$ cat src/rtl/gen_senales.sv
// gen_senales: bus-cycle strobe generator for the RTC multiplexed
// address/data interface. Each access is an address subcycle followed by a
// data subcycle of SUB_LEN clocks each. CS, RD, WR, A_D and LE are registered
// chip strobes. enable_cont_16 and enable_cont_32 drive the external index
// counters.
// Optional build macro GEN_SENALES_GAP_EN: inserts a 4-clock idle GAP state
// between back-to-back accesses. Without it, accesses are contiguous.
module gen_senales #(
   parameter int SUB_LEN   = 16,
   parameter int CS_START  = 2,
   parameter int CS_END    = 13,
   parameter int STB_START = 4,
   parameter int STB_END   = 11
) (
   input  logic       reloj,
   input  logic       resetM,
   input  logic [1:0] Control,
   input  logic [3:0] Selec_Mux_DDw,
   input  logic [2:0] Status3bit,
   output logic       enable_cont_16,
   output logic       enable_cont_32,
   output logic       CS,
   output logic       RD,
   output logic       WR,
   output logic       A_D,
   output logic       LE
);

   localparam int TW = $clog2(SUB_LEN);

   localparam logic [TW-1:0] T_ZERO   = '0;
   localparam logic [TW-1:0] T_ONE    = TW'(1);
   localparam logic [TW-1:0] T_LAST   = TW'(SUB_LEN - 1);
   localparam logic [TW-1:0] T_CS_S   = TW'(CS_START);
   localparam logic [TW-1:0] T_CS_E   = TW'(CS_END);
   localparam logic [TW-1:0] T_STB_S  = TW'(STB_START);
   localparam logic [TW-1:0] T_STB_E  = TW'(STB_END);
   localparam logic [TW-1:0] T_GAP_E  = TW'(3);

   localparam logic [1:0] CTL_WR  = 2'b01;
   localparam logic [1:0] CTL_RD  = 2'b10;
   localparam logic [3:0] SEL_END = 4'hF;

   typedef enum logic [2:0] {
      S_IDLE,
      S_ADDR,
      S_DATA,
      S_DONE,
      S_GAP
   } state_t;

   state_t        state_q, state_d;
   state_t        next_acc;
   logic [TW-1:0] t_q, t_d;
   logic          rd_mode_q, rd_mode_d;
   logic [2:0]    cnt_q, cnt_d;

   logic cs_q, cs_d;
   logic rd_q, rd_d;
   logic wr_q, wr_d;
   logic a_d_q, a_d_d;
   logic le_q, le_d;
   logic e16_q, e16_d;
   logic e32_q, e32_d;

   logic in_cs_win, in_stb_win;

`ifdef GEN_SENALES_GAP_EN
   assign next_acc = S_GAP;
`else
   assign next_acc = S_ADDR;
`endif

   // Sequencing: state, subcycle timer, access mode and read burst counter
   always_comb begin
      state_d   = state_q;
      t_d       = t_q;
      rd_mode_d = rd_mode_q;
      cnt_d     = cnt_q;
      case (state_q)
         S_IDLE: begin
            if (Control == CTL_WR) begin
               rd_mode_d = 1'b0;
               t_d       = T_ZERO;
               state_d   = (Selec_Mux_DDw == SEL_END) ? S_DONE : S_ADDR;
            end else if (Control == CTL_RD) begin
               rd_mode_d = 1'b1;
               t_d       = T_ZERO;
               cnt_d     = Status3bit;
               state_d   = (Status3bit == 3'd0) ? S_DONE : S_ADDR;
            end
         end
         S_ADDR: begin
            if (t_q == T_LAST) begin
               t_d     = T_ZERO;
               state_d = S_DATA;
            end else begin
               t_d = t_q + T_ONE;
            end
         end
         S_DATA: begin
            if (t_q != T_LAST) begin
               t_d = t_q + T_ONE;
            end else begin
               // Access boundary: the only point where Control is honoured
               t_d = T_ZERO;
               if (!rd_mode_q) begin
                  if (Control != CTL_WR)
                     state_d = S_IDLE;
                  else if (Selec_Mux_DDw == SEL_END)
                     state_d = S_DONE;
                  else
                     state_d = next_acc;
               end else begin
                  cnt_d = cnt_q - 3'd1;
                  if (cnt_q == 3'd1)
                     state_d = S_DONE;
                  else if (Control != CTL_RD)
                     state_d = S_IDLE;
                  else
                     state_d = next_acc;
               end
            end
         end
         S_GAP: begin
            if (t_q == T_GAP_E) begin
               t_d     = T_ZERO;
               state_d = S_ADDR;
            end else begin
               t_d = t_q + T_ONE;
            end
         end
         S_DONE: begin
            // Re-arm only once Control leaves the mode that finished
            if (Control != (rd_mode_q ? CTL_RD : CTL_WR))
               state_d = S_IDLE;
         end
         default: state_d = S_IDLE;
      endcase
   end

   // Strobe decode from the upcoming state so every output is a flop
   always_comb begin
      in_cs_win  = (t_d >= T_CS_S) && (t_d <= T_CS_E);
      in_stb_win = (t_d >= T_STB_S) && (t_d <= T_STB_E);
      cs_d  = 1'b1;
      rd_d  = 1'b1;
      wr_d  = 1'b1;
      a_d_d = 1'b1;
      le_d  = 1'b0;
      e16_d = 1'b0;
      e32_d = 1'b0;
      if (state_d == S_ADDR) begin
         a_d_d = 1'b0;
         e32_d = 1'b1;
         cs_d  = ~in_cs_win;
         wr_d  = ~in_stb_win;
      end else if (state_d == S_DATA) begin
         e32_d = 1'b1;
         cs_d  = ~in_cs_win;
         if (rd_mode_d) begin
            rd_d = ~in_stb_win;
            le_d = (t_d == T_STB_E);
         end else begin
            wr_d = ~in_stb_win;
         end
         e16_d = (t_d == T_LAST);
      end
   end

   // State and output registers; reset aborts any access immediately
   always_ff @(posedge reloj or negedge resetM) begin
      if (!resetM) begin
         state_q   <= S_IDLE;
         t_q       <= T_ZERO;
         rd_mode_q <= 1'b0;
         cnt_q     <= 3'd0;
         cs_q      <= 1'b1;
         rd_q      <= 1'b1;
         wr_q      <= 1'b1;
         a_d_q     <= 1'b1;
         le_q      <= 1'b0;
         e16_q     <= 1'b0;
         e32_q     <= 1'b0;
      end else begin
         state_q   <= state_d;
         t_q       <= t_d;
         rd_mode_q <= rd_mode_d;
         cnt_q     <= cnt_d;
         cs_q      <= cs_d;
         rd_q      <= rd_d;
         wr_q      <= wr_d;
         a_d_q     <= a_d_d;
         le_q      <= le_d;
         e16_q     <= e16_d;
         e32_q     <= e32_d;
      end
   end

   assign CS             = cs_q;
   assign RD             = rd_q;
   assign WR             = wr_q;
   assign A_D            = a_d_q;
   assign LE             = le_q;
   assign enable_cont_16 = e16_q;
   assign enable_cont_32 = e32_q;

endmodule

$ cat config.mk
export PLATFORM = sky130hd
export DESIGN_NAME = gen_senales
export DESIGN_NICKNAME = d
export VERILOG_FILES = /design/src/rtl/gen_senales.sv
export SDC_FILE = /design/constraint.sdc
export NUM_CORES = 1
export LEC_CHECK = 0
export ABC_AREA = 1
export CAP_MARGIN = 20
export CORE_MARGIN = 2
export CORE_UTILIZATION = 45
export DETAILED_ROUTE_END_ITERATION = 16
export GPL_TIMING_DRIVEN = 0
export PLACE_DENSITY = 0.74
export SYNTH_ARGS = -nofsm -noshare
export SYNTH_HDL_FRONTEND = slang
export SYNTH_SLANG_ARGS = --single-unit
$ cat constraint.sdc
create_clock -name reloj -period 2 [get_ports reloj]
set_input_delay 0.3 -clock reloj [delete_from_list [all_inputs] [get_ports reloj]]
set_output_delay 0.3 -clock reloj [all_outputs]
set_load 0.03 [all_outputs]
==> run_results.csv, run 1 <==
group,metric,value,unit
outcome,outcome,"finished clean",
pwr,internal_power,0.997,mW
setup_path,crit_family,"buffers and inverters",
setup_path,slowest_stage,"clkdlybuf4s50_1",
clock_tree,tritoncts,"built",
routing,num_vias,1024,
flow_run,maxCapViolations,0,
setup_path,crit_path_max_fanout,1,
logic_synthesis,synth_fa_ha_area_share,3.33,%
global_routing,antenna_found_initial,0,
sta,slew_violations,0,
routing,first_pass_iters,5,
logic_synthesis,syn-cell-area,0.00113,mm2
die,core_area,0.00243,mm2
sta,finalSetupTns,0,ps
sta,finalHoldViolations,0,
clock_tree,clock_latency,280,ps
final_layout,diodes,0,
setup_path,crit_start,"RD",
setup_path,worstPathArrival,1480,ps
setup_path,crit_type,"reg2out",
sta,slew_headroom,51.2,%
routing,routed_wl,2210,um
setup_path,startpoint_type,"register",
pwr,clockPowerShare,11.1,%
pwr,power_density,1390,mW/mm2
logic_synthesis,avgSynthCellArea,7.27,um2
logic_synthesis,yosysSeqAreaShare,40.4,%
placement,portBuffers,17,
setup_path,path_buf_inv,1,
sta,whs,444,ps
setup_path,worst_r2r_startpoint,"t_q[0]",
logic_synthesis,synth_xor_area_share,0,%
logic_synthesis,syn-num-nets,169,
sta,timing.final.crit_share,89.2,%
final_layout,seqCellArea,455,um2
setup_path,worstPathCellList,"clkdlybuf4s50_1",
clock_tree,cts_root_buf,"clkbuf_4",
clock_tree,cts.repair.resized,0,
sta,worst_pin_slew,729,ps
logic_synthesis,ys_types,22,
logic_synthesis,synthCells,155,
die,die_w,54.0,um
sta,setup_violations,0,
final_layout,postLayoutCoreUtil,56.3,%
pwr,power_frac_comb,56.9,%
global_routing,grt_pass1_wl,3520,um
sta,rsz0062_at_grt,"false",
die,initial_core_util,46.3,%
sta,skew,3.32,ps
placement,dpl.cell_count,202,
clock_tree,htree_levels,1,
routing,route.detailed.drc,0,
placement,hpwl,1850,um
final_layout,final_layout_size_suffix_gt1_share,18.2,%
global_routing,globalRouteOverflowTotal,0,
logic_synthesis,synth_simple_gate_area_share,38.8,%
clock_tree,cts.sinks,18,
clock_tree,clk_path_buf_depth,2,
sta,period_needed,1780,ps
logic_synthesis,muxShareOfSynthArea,0,%
min_path,hold_class,"in2async",
global_routing,grt_max_degree,19,
routing,vias_per_cell,4.97,
global_routing,grt_pass1_vias,901,
sta,clock.fmax,561,MHz
die,die_area,0.00292,mm2
pwr,peakVddDrop,0.000901,V
logic_synthesis,synth_top_family_by_area,"simple AND/OR/NAND/NOR gates",
logic_synthesis,ys_ff_latch,18,
clock_tree,path_clk_slew,90,ps
setup_path,required,1700,ps
placement,dp_slack,139,ps
clock_tree,postCtsSetupBuffers,0,
final_layout,multi_input_area,562,um2
die,num_io_pins,18,
routing,wl_per_cell,10.7,um
global_routing,grt_use_total,16.6,%
setup_path,worstSetupEndpointType,"output pin",
logic_synthesis,synth-compound-area-share,7.78,%
pwr,switchingPower,0.904,mW
routing,ant_nets,0,
pwr,switching_share,47.5,%
pwr,p_seq_share,32.0,%
final_layout,nFillCells,232,
final_layout,instances_no_fill,206,
pwr,p_leak,0.732,nW
sta,setup_ws,217,ps
placement,gp_congestion,0.878,
die,rows,18,
setup_path,slowest_delay,670,ps
clock_tree,cts_buffers,3,
logic_synthesis,yosysWarningCount,0,
clock_tree,holdBufCountCts,0,
final_layout,nets,191,
die,fp.dieH,54.0,um
routing,detail_route.iter0.violations,32,
final_layout,area_delta_synth_final,21.7,%
[routing by layer]
metal	global-route usage [%]	wire length, um	up-vias
met2	28.0	1070	35
met3	1.94	140	4
met1	21.2	976	462
li1	-	-	523
met4	7.50	25	0
met5	0	0	-
[kinds of logic after synthesis]
group	after synthesis
and+or+nand+nor	92
buffers and inverters	29
DFF	18
AOI/OAI and AO/OA	13
adders and majority gates	3
[worst paths after layout]
kind                               to  slack (ps)  depth (start not counted)
max in group asynchronous  state_q[0]        1100                          1
min in group reloj             t_q[1]         580                          2
hold reg to reg                t_q[1]         580                          2
setup reg to reg                   CS         300                          8
hold / removal                     LE         440                          1
setup / recovery                   RD         220                          1
[sequential cells by signal, summed over array words and instances, names as in the netlist]
register	count
enable_cont_16	1
cnt_q	3
RD	1
rd_mode_q	1
t_q	4
enable_cont_32	1
CS	1
A_D	1
state_q	3
WR	1
LE	1
[cells in the mapped netlist (all sizes together)]
cell type | count | area [um2]
nor2 | 14 | 60.1
a21oi | 2 | 13.8
inv | 29 | 109
nor3 | 1 | 10.0
nand3 | 15 | 90.1
nand2 | 58 | 245
dfstp | 4 | 105
o211ai | 1 | 7.51
dfrtp | 14 | 350
nand4 | 3 | 25.0
o21ai | 7 | 46.3
o22ai | 2 | 12.5
ha | 3 | 37.5
or2 | 1 | 6.26
a22oi | 1 | 7.51
[power by group through the flow]
| stage | registers [mW] | clock network, mW | logic [mW] |
|---|---|---|---|
| 3_3_place_gp | 0.609 | 0 | 1.05 |
| 2_1_floorplan | 0.671 | 0 | 0.755 |
| 5_1_grt | 0.623 | 0.234 | 1.23 |
| 4_1_cts | 0.609 | 0.222 | 1.08 |
| 3_5_place_dp | 0.616 | 0 | 1.08 |
| 6_report | 0.609 | 0.210 | 1.08 |
[cell usage in the layout, fill, tap and decap left out, types with 3 or more instances in the layout]
cell type	netlist	layout
clkbuf_4	0	3
clkdlybuf4s50_1	0	17
dfrtp_1	14	14
dfstp_2	4	4
ha_1	3	3
inv_1	25	25
inv_2	4	4
nand2_1	47	47
nand2_2	11	11
nand3_1	12	12
nand3_2	3	3
nor2_1	13	13
o21ai_0	6	6
[cell type report]
type | count | area share [%]
tap | 30 | 2.74
timing repair buffer | 17 | 12.4
clock buffer | 4 | 2.65
inverter | 29 | 7.95
multi-input combinational | 108 | 41.0
sequential | 18 | 33.2
[metrics by stage]
stage	instance area, um2	total power [mW]
6_report	1370	1.90
2_1_floorplan	1130	1.43
5_1_grt	1370	2.09
3_3_place_gp	1330	1.65
3_5_place_dp	1330	1.70
4_1_cts	1370	1.92
Note: power is estimated with default switching activity, not from simulation.
==> inputs of run 2 (changes only) <==
--- a/config.mk
+++ b/config.mk
@@ -11,7 +11,7 @@
 export CORE_UTILIZATION = 45
 export DETAILED_ROUTE_END_ITERATION = 16
 export GPL_TIMING_DRIVEN = 0
-export PLACE_DENSITY = 0.74
+export PLACE_DENSITY = 0.69
 export SYNTH_ARGS = -nofsm -noshare
 export SYNTH_HDL_FRONTEND = slang
 export SYNTH_SLANG_ARGS = --single-unit
==> run 2 against run 1 <==
- total power fell by 0.50%
- core utilization stayed put
- first-iteration DRC count decreased by 34%
- final cell count did not move
- flip-flop and latch count is the same
- global-route usage is 0.88 points higher
- sequential share of layout area unchanged
- combinational power hardly changed
- design area stayed put
- critical path depth unchanged
- setup slack better by 6.8 ps
- largest cell class unchanged
- largest power group unchanged
- highest routed layer unchanged
==> run_results.csv, run 2 (synthesis gave the netlist of run 1 again) <==
group,metric,value,unit
routing,first_pass_iters,4,
setup_path,crit_start,"WR",
final_layout,largest_reg_flops,4,
sta,skew,6.24,ps
sta,finalSetupTns,0,ps
clock_tree,clk_path_buf_depth,2,
setup_path,path_buf_inv,1,
setup_path,worstPathArrival,1480,ps
die,die_area,0.00292,mm2
pwr,power_density,1380,mW/mm2
global_routing,grt_pass1_wl,3680,um
routing,detail_route.iter0.violations,21,
pwr,total_power,1.89,mW
placement,gp_congestion,0.896,
final_layout,nFillCells,238,
final_layout,final_common_cell,"nand2_1",
sta,rsz0062_at_grt,"false",
final_layout,regMostFlops,"t_q",
sta,clock.fmax,563,MHz
setup_path,worst_r2r_startpoint,"t_q[1]",
final_layout,seqCellArea,455,um2
final_layout,nets,191,
global_routing,antenna_found_initial,0,
sta,slew_violations,0,
placement,portBuffers,17,
pwr,p_leak,0.732,nW
routing,wl_per_cell,10.1,um
setup_path,slowest_stage,"clkdlybuf4s50_1",
clock_tree,holdBufCountCts,0,
setup_path,required,1700,ps
final_layout,multi_input_area,562,um2
final_layout,final_layout_size_suffix_gt1_share,18.2,%
global_routing,globalRouteOverflowTotal,0,
clock_tree,cts_buffers,3,
final_layout,diodes,0,
flow_run,maxCapViolations,0,
placement,hpwl,1740,um
sta,worst_pin_slew,725,ps
final_layout,instances_no_fill,206,
die,fp.dieH,54.0,um
clock_tree,tritoncts,"built",
sta,timing.final.crit_share,88.8,%
global_routing,grt_pass1_vias,929,
setup_path,worstPathCellList,"clkdlybuf4s50_1",
outcome,outcome,"finished clean",
clock_tree,cts.sinks,18,
min_path,hold_class,"in2async",
sta,period_needed,1780,ps
routing,ant_nets,0,
final_layout,reg_top3,"t_q (4), cnt_q (3), state_q (3)",
die,num_io_pins,18,
clock_tree,htree_levels,1,
setup_path,r2r_cells,8,
final_layout,layout_common_cells,"47 x nand2_1, 25 x inv_1, 17 x clkdlybuf4s50_1",
sta,setup_violations,0,
die,core_area,0.00243,mm2
setup_path,worstSetupEndpointType,"output pin",
die,rows,18,
die,initial_core_util,46.3,%
final_layout,postLayoutCoreUtil,56.3,%
clock_tree,cts_root_buf,"clkbuf_4",
setup_path,crit_family,"buffers and inverters",
pwr,peakVddDrop,0.000849,V
clock_tree,clock_latency,280,ps
routing,num_vias,993,
setup_path,rrSetupSlack,280,ps
global_routing,grt_use_total,17.5,%
setup_path,slowest_delay,670,ps
global_routing,grt_max_degree,19,
clock_tree,postCtsSetupBuffers,0,
sta,slew_headroom,51.5,%
placement,dpl.cell_count,202,
routing,route.detailed.drc,0,
clock_tree,cts.repair.resized,0,
routing,routed_wl,2090,um
die,die_w,54.0,um
sta,whs,437,ps
clock_tree,path_clk_slew,90,ps
sta,finalHoldViolations,0,
setup_path,rr_endpoint,"CS",
setup_path,crit_type,"reg2out",
setup_path,startpoint_type,"register",
final_layout,area_delta_synth_final,21.7,%
routing,vias_per_cell,4.82,
setup_path,crit_path_max_fanout,1,
run 2: cell counts in the layout (fill, tap and decap cells not counted):
No cell type changed its count.
run 2: worst max path at each step:
stage | to | depth (start not counted) | slack, ps
global placement | enable_cont_32 | 10 | 160
finish | WR | 1 | 220
floorplan | enable_cont_32 | 7 | 510
CTS | WR | 1 | 210
detailed placement | CS | 11 | 130
global route | CS | 8 | 120
run 2: routing by layer:
metal,part of all wire [%],up-vias,GRT usage [%]
met5,0,-,0
met4,1.8,0,6.25
met3,4.7,5,2.22
met2,47,26,29.9
met1,47,440,22.6
li1,-,522,-
run 2: through the flow:
stage               cell area [um2]  worst slack (ps)
floorplan                      1130               510
global placement               1330               159
detailed placement             1330               134
CTS                            1370               207
global route                   1370               116
finish                         1370               224
run 2: final cells by class:
| type | count | area share, % |
|---|---|---|
| clock buffers | 4 | 2.65 |
| inverters | 29 | 7.95 |
| repair buffers | 17 | 12.4 |
| flip-flops and latches | 18 | 33.2 |
| well taps | 30 | 2.74 |
| multi-input cells | 108 | 41.0 |
run 2: power breakdown:
part | internal (mW) | leakage, nW | switching [mW]
Sequential | 0.510 | 0.221 | 0.105
Clock | 0.111 | 0.0210 | 0.0991
Combinational | 0.377 | 0.491 | 0.691
Total | 0.997 | 0.732 | 0.895
==> inputs of run 3 (changes only) <==
--- a/config.mk
+++ b/config.mk
@@ -12,6 +12,7 @@
 export DETAILED_ROUTE_END_ITERATION = 16
 export GPL_TIMING_DRIVEN = 0
 export PLACE_DENSITY = 0.69
+export RECOVER_POWER = 50
 export SYNTH_ARGS = -nofsm -noshare
 export SYNTH_HDL_FRONTEND = slang
 export SYNTH_SLANG_ARGS = --single-unit
==> run 3 against run 2 <==
- sequential power shrank 2%
- first-iteration DRC count grew 4.8%
- sequential share of layout area grew 0.31 points
- routed wire length grew 0.91%
- fmax is essentially flat
- die area is the same
- critical path type unchanged
- critical endpoint unchanged
- highest routed layer unchanged
==> run_results.csv, run 3 (synthesis gave the netlist of run 1 again) <==
group,metric,value,unit
clock_tree,postCtsSetupBuffers,0,
routing,routed_wl,2110,um
clock_tree,path_clk_slew,90,ps
global_routing,grt_max_degree,19,
final_layout,layout_common_cells,"47 x nand2_1, 25 x inv_1, 16 x clkdlybuf4s50_1",
final_layout,postLayoutCoreUtil,55.8,%
clock_tree,cts.repair.resized,0,
clock_tree,htree_levels,1,
placement,dp_slack,134,ps
routing,detail_route.iter0.violations,22,
setup_path,crit_path_max_fanout,1,
final_layout,multi_input_area,549,um2
setup_path,slowest_stage,"clkdlybuf4s50_1",
global_routing,grt_pass1_vias,929,
setup_path,path_buf_inv,1,
setup_path,crit_family,"buffers and inverters",
min_path,hold_class,"in2async",
pwr,p_leak,0.727,nW
sta,timing.final.crit_share,88.8,%
die,core_area,0.00243,mm2
setup_path,startpoint_type,"register",
final_layout,nets,191,
sta,slew_headroom,51.0,%
final_layout,nFillCells,239,
clock_tree,holdBufCountCts,0,
pwr,power_density,1380,mW/mm2
final_layout,seqCellArea,455,um2
setup_path,rrSetupSlack,290,ps
placement,portBuffers,17,
final_layout,largest_reg_flops,4,
flow_run,maxCapViolations,0,
final_layout,regMostFlops,"t_q",
sta,rsz0062_at_grt,"false",
clock_tree,cts_buffers,3,
sta,setup_ws,223,ps
global_routing,globalRouteOverflowTotal,0,
routing,wl_per_cell,10.2,um
die,rows,18,
final_layout,postLayoutCellArea,0.00136,mm2
global_routing,antenna_found_initial,0,
sta,finalHoldViolations,0,
setup_path,worstSetupEndpointType,"output pin",
setup_path,slowest_delay,670,ps
clock_tree,cts_root_buf,"clkbuf_4",
clock_tree,tritoncts,"built",
setup_path,worst_r2r_startpoint,"t_q[1]",
final_layout,area_delta_synth_final,20.6,%
setup_path,crit_type,"reg2out",
sta,skew,5.86,ps
sta,clock.fmax,563,MHz
die,initial_core_util,46.3,%
setup_path,worstPathCellList,"clkdlybuf4s50_1",
sta,finalSetupTns,0,ps
placement,gp_congestion,0.896,
routing,first_pass_iters,4,
routing,route.detailed.drc,0,
clock_tree,cts.sinks,18,
clock_tree,clk_path_buf_depth,2,
final_layout,final_common_cell,"nand2_1",
setup_path,rr_endpoint,"CS",
sta,slew_violations,0,
die,num_io_pins,18,
final_layout,diodes,0,
sta,worst_pin_slew,732,ps
final_layout,final_layout_size_suffix_gt1_share,17.0,%
routing,ant_nets,0,
routing,vias_per_cell,4.82,
placement,hpwl,1740,um
sta,period_needed,1780,ps
die,fp.dieH,54.0,um
outcome,outcome,"finished clean",
setup_path,r2r_cells,8,
die,die_w,54.0,um
pwr,peakVddDrop,0.000839,V
sta,setup_violations,0,
placement,placed_area,0.00133,mm2
setup_path,required,1700,ps
global_routing,grt_use_total,17.5,%
routing,num_vias,992,
die,die_area,0.00292,mm2
setup_path,worstPathArrival,1480,ps
global_routing,grt_pass1_wl,3680,um
clock_tree,clock_latency,280,ps
final_layout,reg_top3,"t_q (4), cnt_q (3), state_q (3)",
[run 3: cell count changes in the layout (fill, tap and decap cells not counted), sizes merged]
cell,change
clkdlybuf4s50,-1
dlygate4sd3,+1
[run 3: where the power goes]
group          switching, mW  total, mW  internal (mW)
Combinational          0.687       1.05          0.366
Clock                 0.0995      0.210          0.111
Sequential            0.0953      0.605          0.510
[run 3: worst reg2reg max path, delay by kind of cell (launching register included)]
family,cells,cell delay (ps)
buf+inv,1,90
flops,1,410
simple gates,5,610
compound gates,1,320
fa+ha+maj,1,220
[run 3: area by class of cell]
| class | count | share of cell area, % |
|---|---|---|
| clock buffers | 4 | 2.67 |
| inverters | 29 | 8.02 |
| multi-input cells | 108 | 40.5 |
| flip-flops and latches | 18 | 33.5 |
| well taps | 30 | 2.76 |
| repair buffers | 17 | 12.5 |
[run 3: worst max path at each step]
| stage | endpoint | slack (ps) | start | cells after the start |
|---|---|---|---|---|
| floorplan | enable_cont_32 | 510 | t_q[0] | 7 |
| global placement | enable_cont_32 | 160 | Control[1] | 10 |
| detailed placement | CS | 130 | Control[0] | 11 |
| CTS | WR | 210 | WR | 1 |
| global route | CS | 120 | t_q[0] | 8 |
| finish | WR | 220 | WR | 1 |
[run 3: layer usage]
layer  global-route usage (%)  vias up  routed length [um]
met1                     22.6      439                1000
met3                     2.22        5                  96
met2                     29.9       23                 974
met4                     6.25        0                  37
li1                         -      525                   -
met5                        0        -                   0
[run 3: metrics by stage]
stage / total power, mW / cells / hold slack (ps)
after global placement: 1.66 / 202 / 555
after global routing: 2.07 / 206 / 561
after CTS: 1.91 / 206 / 468
final: 1.87 / 206 / 507
after floorplan: 1.43 / 155 / 4.41
after detailed placement: 1.69 / 202 / 568
